**config.mk**
```make
export PLATFORM = sky130hd
export DESIGN_NAME = sr_drive_ctrl
export DESIGN_NICKNAME = d
export VERILOG_FILES = /design/src/rtl/sr_pkg.sv /design/src/rtl/sr_drive_ctrl.sv
export SDC_FILE = /design/constraint.sdc
export NUM_CORES = 1
export LEC_CHECK = 0
export ABC_AREA = 1
export CORE_ASPECT_RATIO = 1.1
export CORE_MARGIN = 2
export CORE_UTILIZATION = 30
export DETAILED_ROUTE_END_ITERATION = 10
export PLACE_DENSITY = 0.59
export SLEW_MARGIN = 20
export SYNTH_ARGS = -nofsm -noshare
export SYNTH_HDL_FRONTEND = slang
export SYNTH_SLANG_ARGS = --single-unit
```
**constraint.sdc**
```tcl
create_clock -name clk -period 2.9 [get_ports clk]
set_input_delay 0.58 -clock clk [delete_from_list [all_inputs] [get_ports clk]]
set_output_delay 0.58 -clock clk [all_outputs]
set_load 0.02 [all_outputs]
```
**src/rtl/sr_pkg.sv**
```systemverilog
// -----------------------------------------------------------------------------
// sr_pkg -- shared definitions for the SR flip-flop drive controller.
//
// Contents:
//   sr_state_e           FSM state encoding used by sr_drive_ctrl
//   SR_DEBOUNCE_CYC_DEF  default number of consecutive high samples to accept
//   SR_PULSE_CYC_DEF     default width of the active-low command pulse
//   SR_CNT_W             width of the FSM counter and the press counters
//   sr_sat_inc8()        8-bit saturating increment (press counters)
// -----------------------------------------------------------------------------
package sr_pkg;

    localparam int SR_DEBOUNCE_CYC_DEF = 4;
    localparam int SR_PULSE_CYC_DEF    = 2;
    localparam int SR_CNT_W            = 8;

    typedef enum logic [2:0] {
        ST_IDLE    = 3'd0,
        ST_DEB_SET = 3'd1,
        ST_DEB_CLR = 3'd2,
        ST_DRV_SET = 3'd3,
        ST_DRV_CLR = 3'd4,
        ST_GUARD   = 3'd5
    } sr_state_e;

    // Increment that sticks at 8'hFF instead of wrapping to zero.
    function automatic logic [SR_CNT_W-1:0] sr_sat_inc8(input logic [SR_CNT_W-1:0] v);
        sr_sat_inc8 = (v == {SR_CNT_W{1'b1}}) ? v : v + 1'b1;
    endfunction

endpackage

```
**src/rtl/sr_drive_ctrl.sv**
```systemverilog
// -----------------------------------------------------------------------------
// sr_drive_ctrl -- debounces raw set/clear requests and issues one fixed-width
// active-low command pulse per accepted press to a downstream SR flip-flop.
//
// Parameters:
//   DEBOUNCE_CYC  consecutive high samples needed to accept a request (1..255)
//   PULSE_CYC     cycles the active-low command is held low           (1..255)
//
// Ports:
//   clk       in   single clock, rising edge
//   rst       in   synchronous reset, active-high
//   set_req   in   raw set request, active-high, may bounce
//   clr_req   in   raw clear request, active-high, may bounce
//   s         out  active-low set command (registered, idle 1)
//   r         out  active-low reset command (registered, idle 1)
//   busy      out  high whenever the FSM is not IDLE (registered)
//   conflict  out  one-cycle pulse when both requests are seen together
//   state_o   out  current FSM state, for debug/observation
//   set_cnt   out  [7:0] saturating count of DRV_SET entries (SR_DRIVE_CNT_EN)
//   clr_cnt   out  [7:0] saturating count of DRV_CLR entries (SR_DRIVE_CNT_EN)
//
// Configuration macro: SR_DRIVE_CNT_EN adds the set_cnt/clr_cnt outputs and
// their counters; without it those ports and registers do not exist.
//
// Handshake: none. set_req/clr_req are level inputs sampled every rising edge;
// a press is one debounced high level, and GUARD requires both inputs to be
// seen low before another press can be accepted.
// -----------------------------------------------------------------------------
module sr_drive_ctrl
    import sr_pkg::*;
#(
    parameter int DEBOUNCE_CYC = SR_DEBOUNCE_CYC_DEF,
    parameter int PULSE_CYC    = SR_PULSE_CYC_DEF
) (
    input  logic       clk,
    input  logic       rst,
    input  logic       set_req,
    input  logic       clr_req,
    output logic       s,
    output logic       r,
    output logic       busy,
    output logic       conflict,
    output logic [2:0] state_o
`ifdef SR_DRIVE_CNT_EN
    ,
    output logic [7:0] set_cnt,
    output logic [7:0] clr_cnt
`endif
);

    localparam logic [SR_CNT_W-1:0] DEB_LAST = SR_CNT_W'(DEBOUNCE_CYC);
    localparam logic [SR_CNT_W-1:0] PUL_LAST = SR_CNT_W'(PULSE_CYC);

    sr_state_e           state_q, state_d;
    logic [SR_CNT_W-1:0] cnt_q, cnt_d;
    logic [SR_CNT_W-1:0] cnt_inc;
    logic                s_q, r_q, busy_q, conflict_q;
    logic                conflict_d;

    // cnt never exceeds 254 (it is cleared when it would reach a parameter
    // value of at most 255), so this increment cannot wrap.
    assign cnt_inc = cnt_q + 1'b1;

    // -------------------------------------------------------------------------
    // Next-state logic
    // -------------------------------------------------------------------------
    always_comb begin
        state_d    = state_q;
        cnt_d      = cnt_q;
        conflict_d = 1'b0;

        case (state_q)
            ST_IDLE: begin
                if (set_req && clr_req) begin
                    state_d    = ST_GUARD;
                    cnt_d      = '0;
                    conflict_d = 1'b1;
                end else if (set_req) begin
                    // The IDLE sample is the first of the debounce window.
                    if (DEBOUNCE_CYC == 1) begin
                        state_d = ST_DRV_SET;
                        cnt_d   = '0;
                    end else begin
                        state_d = ST_DEB_SET;
                        cnt_d   = SR_CNT_W'(1);
                    end
                end else if (clr_req) begin
                    if (DEBOUNCE_CYC == 1) begin
                        state_d = ST_DRV_CLR;
                        cnt_d   = '0;
                    end else begin
                        state_d = ST_DEB_CLR;
                        cnt_d   = SR_CNT_W'(1);
                    end
                end
            end

            ST_DEB_SET: begin
                if (set_req && clr_req) begin
                    state_d    = ST_GUARD;
                    cnt_d      = '0;
                    conflict_d = 1'b1;
                end else if (set_req) begin
                    if (cnt_inc == DEB_LAST) begin
                        state_d = ST_DRV_SET;
                        cnt_d   = '0;
                    end else begin
                        cnt_d = cnt_inc;
                    end
                end else begin
                    state_d = ST_IDLE;
                    cnt_d   = '0;
                end
            end

            ST_DEB_CLR: begin
                if (set_req && clr_req) begin
                    state_d    = ST_GUARD;
                    cnt_d      = '0;
                    conflict_d = 1'b1;
                end else if (clr_req) begin
                    if (cnt_inc == DEB_LAST) begin
                        state_d = ST_DRV_CLR;
                        cnt_d   = '0;
                    end else begin
                        cnt_d = cnt_inc;
                    end
                end else begin
                    state_d = ST_IDLE;
                    cnt_d   = '0;
                end
            end

            // Requests are ignored while driving; the pulse always completes.
            ST_DRV_SET, ST_DRV_CLR: begin
                if (cnt_inc == PUL_LAST) begin
                    state_d = ST_GUARD;
                    cnt_d   = '0;
                end else begin
                    cnt_d = cnt_inc;
                end
            end

            ST_GUARD: begin
                if (!set_req && !clr_req) begin
                    state_d = ST_IDLE;
                    cnt_d   = '0;
                end
            end

            default: begin
                state_d = ST_IDLE;
                cnt_d   = '0;
            end
        endcase
    end

    // -------------------------------------------------------------------------
    // State and registered outputs. Outputs are decoded from the next state
    // so a command goes low on the same edge that enters DRV_x, with no
    // combinational path from the inputs to s/r.
    // -------------------------------------------------------------------------
    always_ff @(posedge clk) begin
        if (rst) begin
            state_q    <= ST_IDLE;
            cnt_q      <= '0;
            s_q        <= 1'b1;
            r_q        <= 1'b1;
            busy_q     <= 1'b0;
            conflict_q <= 1'b0;
        end else begin
            state_q    <= state_d;
            cnt_q      <= cnt_d;
            s_q        <= (state_d != ST_DRV_SET);
            r_q        <= (state_d != ST_DRV_CLR);
            busy_q     <= (state_d != ST_IDLE);
            conflict_q <= conflict_d;
        end
    end

    assign s        = s_q;
    assign r        = r_q;
    assign busy     = busy_q;
    assign conflict = conflict_q;
    assign state_o  = state_q;

`ifdef SR_DRIVE_CNT_EN
    // -------------------------------------------------------------------------
    // Press counters: count entries into each drive state, saturating at 255.
    // -------------------------------------------------------------------------
    logic [7:0] set_cnt_q, clr_cnt_q;

    always_ff @(posedge clk) begin
        if (rst) begin
            set_cnt_q <= '0;
            clr_cnt_q <= '0;
        end else begin
            if (state_d == ST_DRV_SET && state_q != ST_DRV_SET) begin
                set_cnt_q <= sr_sat_inc8(set_cnt_q);
            end
            if (state_d == ST_DRV_CLR && state_q != ST_DRV_CLR) begin
                clr_cnt_q <= sr_sat_inc8(clr_cnt_q);
            end
        end
    end

    assign set_cnt = set_cnt_q;
    assign clr_cnt = clr_cnt_q;
`endif

endmodule

```
==> flow_summary.json <==
{
  "via_count_of_the_first_global_routing_pass": 996,
  "cts_root_buf": "clkbuf_4",
  "grt_max_degree": 10,
  "tritoncts_num_sinks": 15,
  "synthesis.instances": 163,
  "finalCritPeriodShare": 0.7178,
  "grt_pass1_wl_um": 3905,
  "p_int_mw": 0.3785,
  "floorplan.initialDensity": 0.3121,
  "timing_max_transition_violations_final": 0,
  "proportion_of_power_drawn_by_combinational_gates": 0.396,
  "grt.met1_usage": 0.1387,
  "cts_setup_buffers": 0,
  "final.setup_skew_ps": 0.7953,
  "antenna_found_initial": 0,
  "tritoncts": "built",
  "ctsLongestPathBuffers": 2,
  "grt.busiest_layer": "met2",
  "worstSetupStartpointType": "flip-flop",
  "die_height_um": 65.49,
  "cp_slowest_stage_delay_ps": 680,
  "area_growth_syn_to_layout_pct": 13.35,
  "postCtsResizedCells": 0,
  "ctsHoldBuffers": 0,
  "path_category_of_the_worst_min_delay_check": "reg2reg",
  "hpwlAfterDp_um": 1774,
  "vias": 1015,
  "yosysUniqueCellTypes": 26,
  "cts_buffers": 3,
  "ys_async_sr_fraction": 0,
  "clk_latency_ps": 280,
  "drv.max_cap_violation_count": 0,
  "postRouteWirelength_um": 2231,
  "antenna_nets_post_route": 0,
  "critPathArrivalTime_ps": 1500,
  "fp.dieArea_mm2": 0.003922,
  "row_count": 22,
  "firstDrtPassIters": 4,
  "io_pins": 11,
  "pwr-share-clk": 0.190,
  "clk_pin_slew_worst_setup_hold_paths_ps": 90,
  "pwr_density_cell_mw_per_mm2": 540.7,
  "sequentialPowerShare": 0.414,
  "drive_gt1_frac": 0.1272,
  "route.detailed.wl_per_inst_um": 10.67,
  "globalRouteTotalUtil": 0.1266,
  "cts.htree.levels": 1,
  "power_leakage_nw": 0.5158,
  "syn_nets": 170,
  "cp_num_buf_inv": 1,
  "synth_enable_flop_cells": 0,
  "count_of_nets_after_finishing": 181,
  "grtUsageMet3": 0.02559,
  "drt-vias-per-instance": 4.856,
  "gr-usage-met2": 0.2215,
  "synth-seq-cells": 15,
  "fin_crit_ps": 2082,
  "synth_sequential_area_ratio": 0.2913,
  "syn_area_mm2": 0.001031,
  "yosys_most_used_dff": "dfxtp_1",
  "max_slew_margin": 0.7607,
  "transition_time_at_the_pin_with_the_least_slew_margin_ps": 355.2,
  "post_synth.cell_area_avg_um2": 6.325,
  "worst_ir_drop_vdd_mv": 0.3248,
  "buffer_ports.inserted": 10,
  "timing.critical_path.to_type": "output pin",
  "first_iter_violations": 38,
  "critical_path_required_ps": 2320,
  "total_switching_power_mw": 0.2534,
  "crit_fanout": 9,
  "post_dp_cell_area_mm2": 0.001141,
  "drc": 0,
  "slowest_stage": "clkdlybuf4s50_1",
  "outcome": "finished, final reports clean",
  "timing.setup.critical_path_class": "reg2out",
  "finalSetupTns_ps": 0,
  "crit_path_max_delay_family": "buffers and inverters",
  "die_w_um": 59.90,
  "postLayoutCellArea_mm2": 0.001169,
  "final_hold_viol_count": 0,
  "grt_overflow_total": 0,
  "max_clock_freq_mhz": 480.4,
  "antenna-diode-count": 0,
  "path_cells": "clkdlybuf4s50_1",
  "grt_setup_unrepaired": "no",
  "setup_viol": 0,
  "gp_congestion": 0.8646,
  "power_switching_share": 0.4010,
  "yosysWarningCount": 0,
  "core_region_area_mm2": 0.003303
}
## metal layers
metal,wire length [µm],vias up
li1,-,532
met1,962,449
met2,1104,26
met3,96,8
met4,68,0
met5,0,-
## state kept, by name (all words and copies together), names as in the netlist
name      flops
s             1
conflict      1
cnt_q         8
r             1
state_o       3
busy          1
## synth_stat cells, types with 2 or more instances
master   count  share of area
nand2_2      5          0.030
nand4_1      2          0.012
a21oi_1     11          0.053
dfxtp_1     15           0.29
nor2_1      23          0.084
nor2_2       2          0.012
inv_1       20          0.073
o21ai_2      2          0.017
inv_2        2         0.0073
xnor2_1      2          0.017
buf_6        2          0.022
ha_1         3          0.036
nand3_1     11          0.053
nand2_1     46           0.17
o21ai_0      4          0.019
nand3_2      3          0.029
## through the flow
stage	util	setup WS [ps]	hold slack, ps	power [mW]	std cells
2_1_floorplan	-	1224	480.3	0.4451	163
3_3_place_gp	0.3455	705.5	521.2	0.5198	205
3_5_place_dp	0.3455	652.7	514.5	0.5160	205
4_1_cts	0.3538	831.0	529.9	0.6382	209
5_1_grt	0.3538	659.0	567.1	0.6857	209
6_report	0.3538	818.4	526.8	0.6318	209
## final timing paths
kind	start	end	slack, ps	depth (start not counted)
worst max-delay path	state_o[2]	state_o[2]	820	1
worst min-delay path	cnt_q[4]	cnt_q[4]	530	2
worst max register to register	cnt_q[0]	busy	880	12
worst min register to register	cnt_q[4]	cnt_q[4]	530	2
## final cells by class
class	instances	area (µm²)
clock inverter	1	5.005
multi-input combinational	122	613.1
fill	365	2135
sequential	15	300.3
timing repair buffer	10	100.1
clock buffer	3	22.52
tap	36	45.04
inverter	22	82.58
## cell families (layout without fill, tap and decap cells)
logic type | count (synthesis) | count (layout) | synth area share
AOI/OAI and AO/OA | 21 | 21 | 0.1214
xor gates and xnor gates | 2 | 2 | 0.01699
adders and majority gates | 3 | 3 | 0.03641
buffers and inverters | 26 | 36 | 0.1141
DFF | 15 | 15 | 0.2913
and+or+nand+nor | 96 | 96 | 0.4199
## layout by cell type (no fill, tap or decap), drive strengths merged
| master | n |
|---|---|
| nand3 | 14 |
| clkbuf | 3 |
| o211ai | 1 |
| a22oi | 1 |
| nor2 | 26 |
| nand4 | 2 |
| o21bai | 1 |
| clkinv | 1 |
| or2 | 1 |
| inv | 22 |
| ha | 3 |
| dfxtp | 15 |
| a21oi | 11 |
| nor3 | 2 |
| o21ai | 7 |
| clkdlybuf4s50 | 10 |
| xnor2 | 2 |
| nand2 | 51 |
## power by group through the flow
stage          combinational, mW  sequential [mW]  clock [mW]
2_1_floorplan              0.173            0.272           0
3_3_place_gp               0.253            0.266           0
3_5_place_dp               0.251            0.265           0
4_1_cts                    0.253            0.261       0.124
5_1_grt                    0.287            0.265       0.133
6_report                   0.250            0.262       0.120
Note: power is estimated with default switching activity, not from simulation.
==> RTL change: new RTL, same flow settings <==
`SR_CNT_W`: 8 -> 9.
--- a/src/rtl/sr_pkg.sv
+++ b/src/rtl/sr_pkg.sv
@@ -12,7 +12,7 @@
 
     localparam int SR_DEBOUNCE_CYC_DEF = 4;
     localparam int SR_PULSE_CYC_DEF    = 2;
-    localparam int SR_CNT_W            = 8;
+    localparam int SR_CNT_W            = 9;
 
     typedef enum logic [2:0] {
         ST_IDLE    = 3'd0,
Function: no difference found for any inputs over 10 cycles, from zero or initial values and one cycle with rst high; that may be too few to reach the edited logic, so the function may still have changed.
==> RTL change against the unedited design <==
  * Area after synthesis grew 2.7%
  * Sequential cell count up 1
  * Routed wire length increased by 1.0%
  * Utilization is 1.7 points higher
  * Power decreased by 3.0%
  * Sequential share of layout area up 0.059 points
  * Final area increased by 6.4%
  * Setup slack improved by 0.12 ns
==> RTL change: results (changes against the unedited design) <==
- Status: complete, no violations
- Slew HR: 0.698 (-0.0624)
- Max FFs per register: 9 (+1)
- Final nets: 189 (+4.4%)
- Period minus WS final: 1.97 ns (-0.115 ns)
- Mapped Avg Cell Area: 6.23 um^2 (-1.6%)
- Dpl ws: 0.710 ns (+0.0577 ns)
- Vias in the first global route: 958 (-3.8%)
- # fillers: 372 (+1.9%)
- Seq/Total Area, Yosys: 0.303 (+0.0113)
- DR iter-0 viols: 25 (-34%)
- Post-synth top cells: nand2_1 (44), inv_1 (25), nor2_1 (21), dfxtp_1 (16), nand3_1 (12)
- Placed Area: 0.00121 mm^2 (+5.8%)
- Total GRT Usage: 0.129 (+0.00196)
- Mapped Nets: 177 (+4.1%)
- Hold Crit Class: register to register
- First-pass GRT wire length: 3.93 mm (+0.72%)
- R2R Setup Slk: 1.03 ns (+0.15 ns)
- Hpwl dp: 1.71 mm (-3.7%)
- Non-Filler Instances: 229 (+9.6%)
- Final GP Congestion: 0.765 (-12%)
- Multi-input gate area: 622 um^2 (+1.4%)
- Slowest CP cell: clkdlybuf4s50_1
- CP max stage delay: 0.65 ns (-0.03 ns)
- Largest net degree at the start of global routing: 12 (+2)
- CP startpoint: state_o[2]
- Worst clock skew: 0.0121 ns (+0.0113 ns)
- Worst vdd ir: 333 uV (+2.4%)
- Power Internal: 0.391 mW (+3.2%)
- Met2 global-route usage: 0.230 (+0.00837)
- Worst R2R End: cnt_q[7]
- Lkg Pwr: 0.552 nW (+7.0%)
- Layout cells sized above 1: 0.127 (about the same)
- 1st-pass router iterations: 5 (+1)
- WL final: 2.25 mm (+1.0%)
- Crit path DAT: 1.39 ns (-0.11 ns)
- Crit Path Max Fanout: 6 (-3)
-- RTL change: routing by layer --
metal  up-vias  part of all wire
li1        557                 -
met1       476              0.44
met2        27              0.50
met3         2             0.050
met4         0            0.0040
met5         -                 0
-- RTL change: how the worst min path moves through the flow --
stage | cells after the start | to | slack [ns] | from
2_1_floorplan | 2 | cnt_q[8] | 0.46 | cnt_q[8]
3_3_place_gp | 2 | cnt_q[8] | 0.47 | cnt_q[8]
3_5_place_dp | 2 | cnt_q[8] | 0.47 | cnt_q[8]
4_1_cts | 2 | cnt_q[8] | 0.49 | cnt_q[8]
5_1_grt | 2 | cnt_q[8] | 0.53 | cnt_q[8]
6_report | 2 | cnt_q[8] | 0.48 | cnt_q[8]
-- RTL change: cells by family (layout without fill, tap and decap cells) --
group                    count (synthesis)  count (layout)  synth area share
AO/OA/AOI/OAI                           19              19             0.108
flip-flops                              16              16             0.303
adder cells (fa/ha/maj)                  3               3            0.0355
AND/OR/NAND/NOR                        101             101             0.444
buffers and inverters                   31              42             0.110
-- RTL change: area by class of cell --
class,count,share of cell area
inverter,28,0.0845
timing repair buffer,10,0.0805
multi-input combinational,123,0.500
clock buffer,4,0.0292
tap,48,0.0483
sequential,16,0.258
-- RTL change: through the flow --
step / utilization / hold slack [ns]
global placement: 0.360 / 0.473
global route: 0.370 / 0.532
CTS: 0.370 / 0.488
finish: 0.370 / 0.483
floorplan: - / 0.458
detailed placement: 0.360 / 0.474
-- RTL change: power groups by stage --
| stage | registers [mW] | logic, mW | clock network [mW] |
|---|---|---|---|
| floorplan | 0.280 | 0.122 | 0 |
| global route | 0.263 | 0.231 | 0.164 |
| finish | 0.259 | 0.204 | 0.150 |
| CTS | 0.259 | 0.205 | 0.152 |
| global placement | 0.264 | 0.206 | 0 |
| detailed placement | 0.264 | 0.205 | 0 |
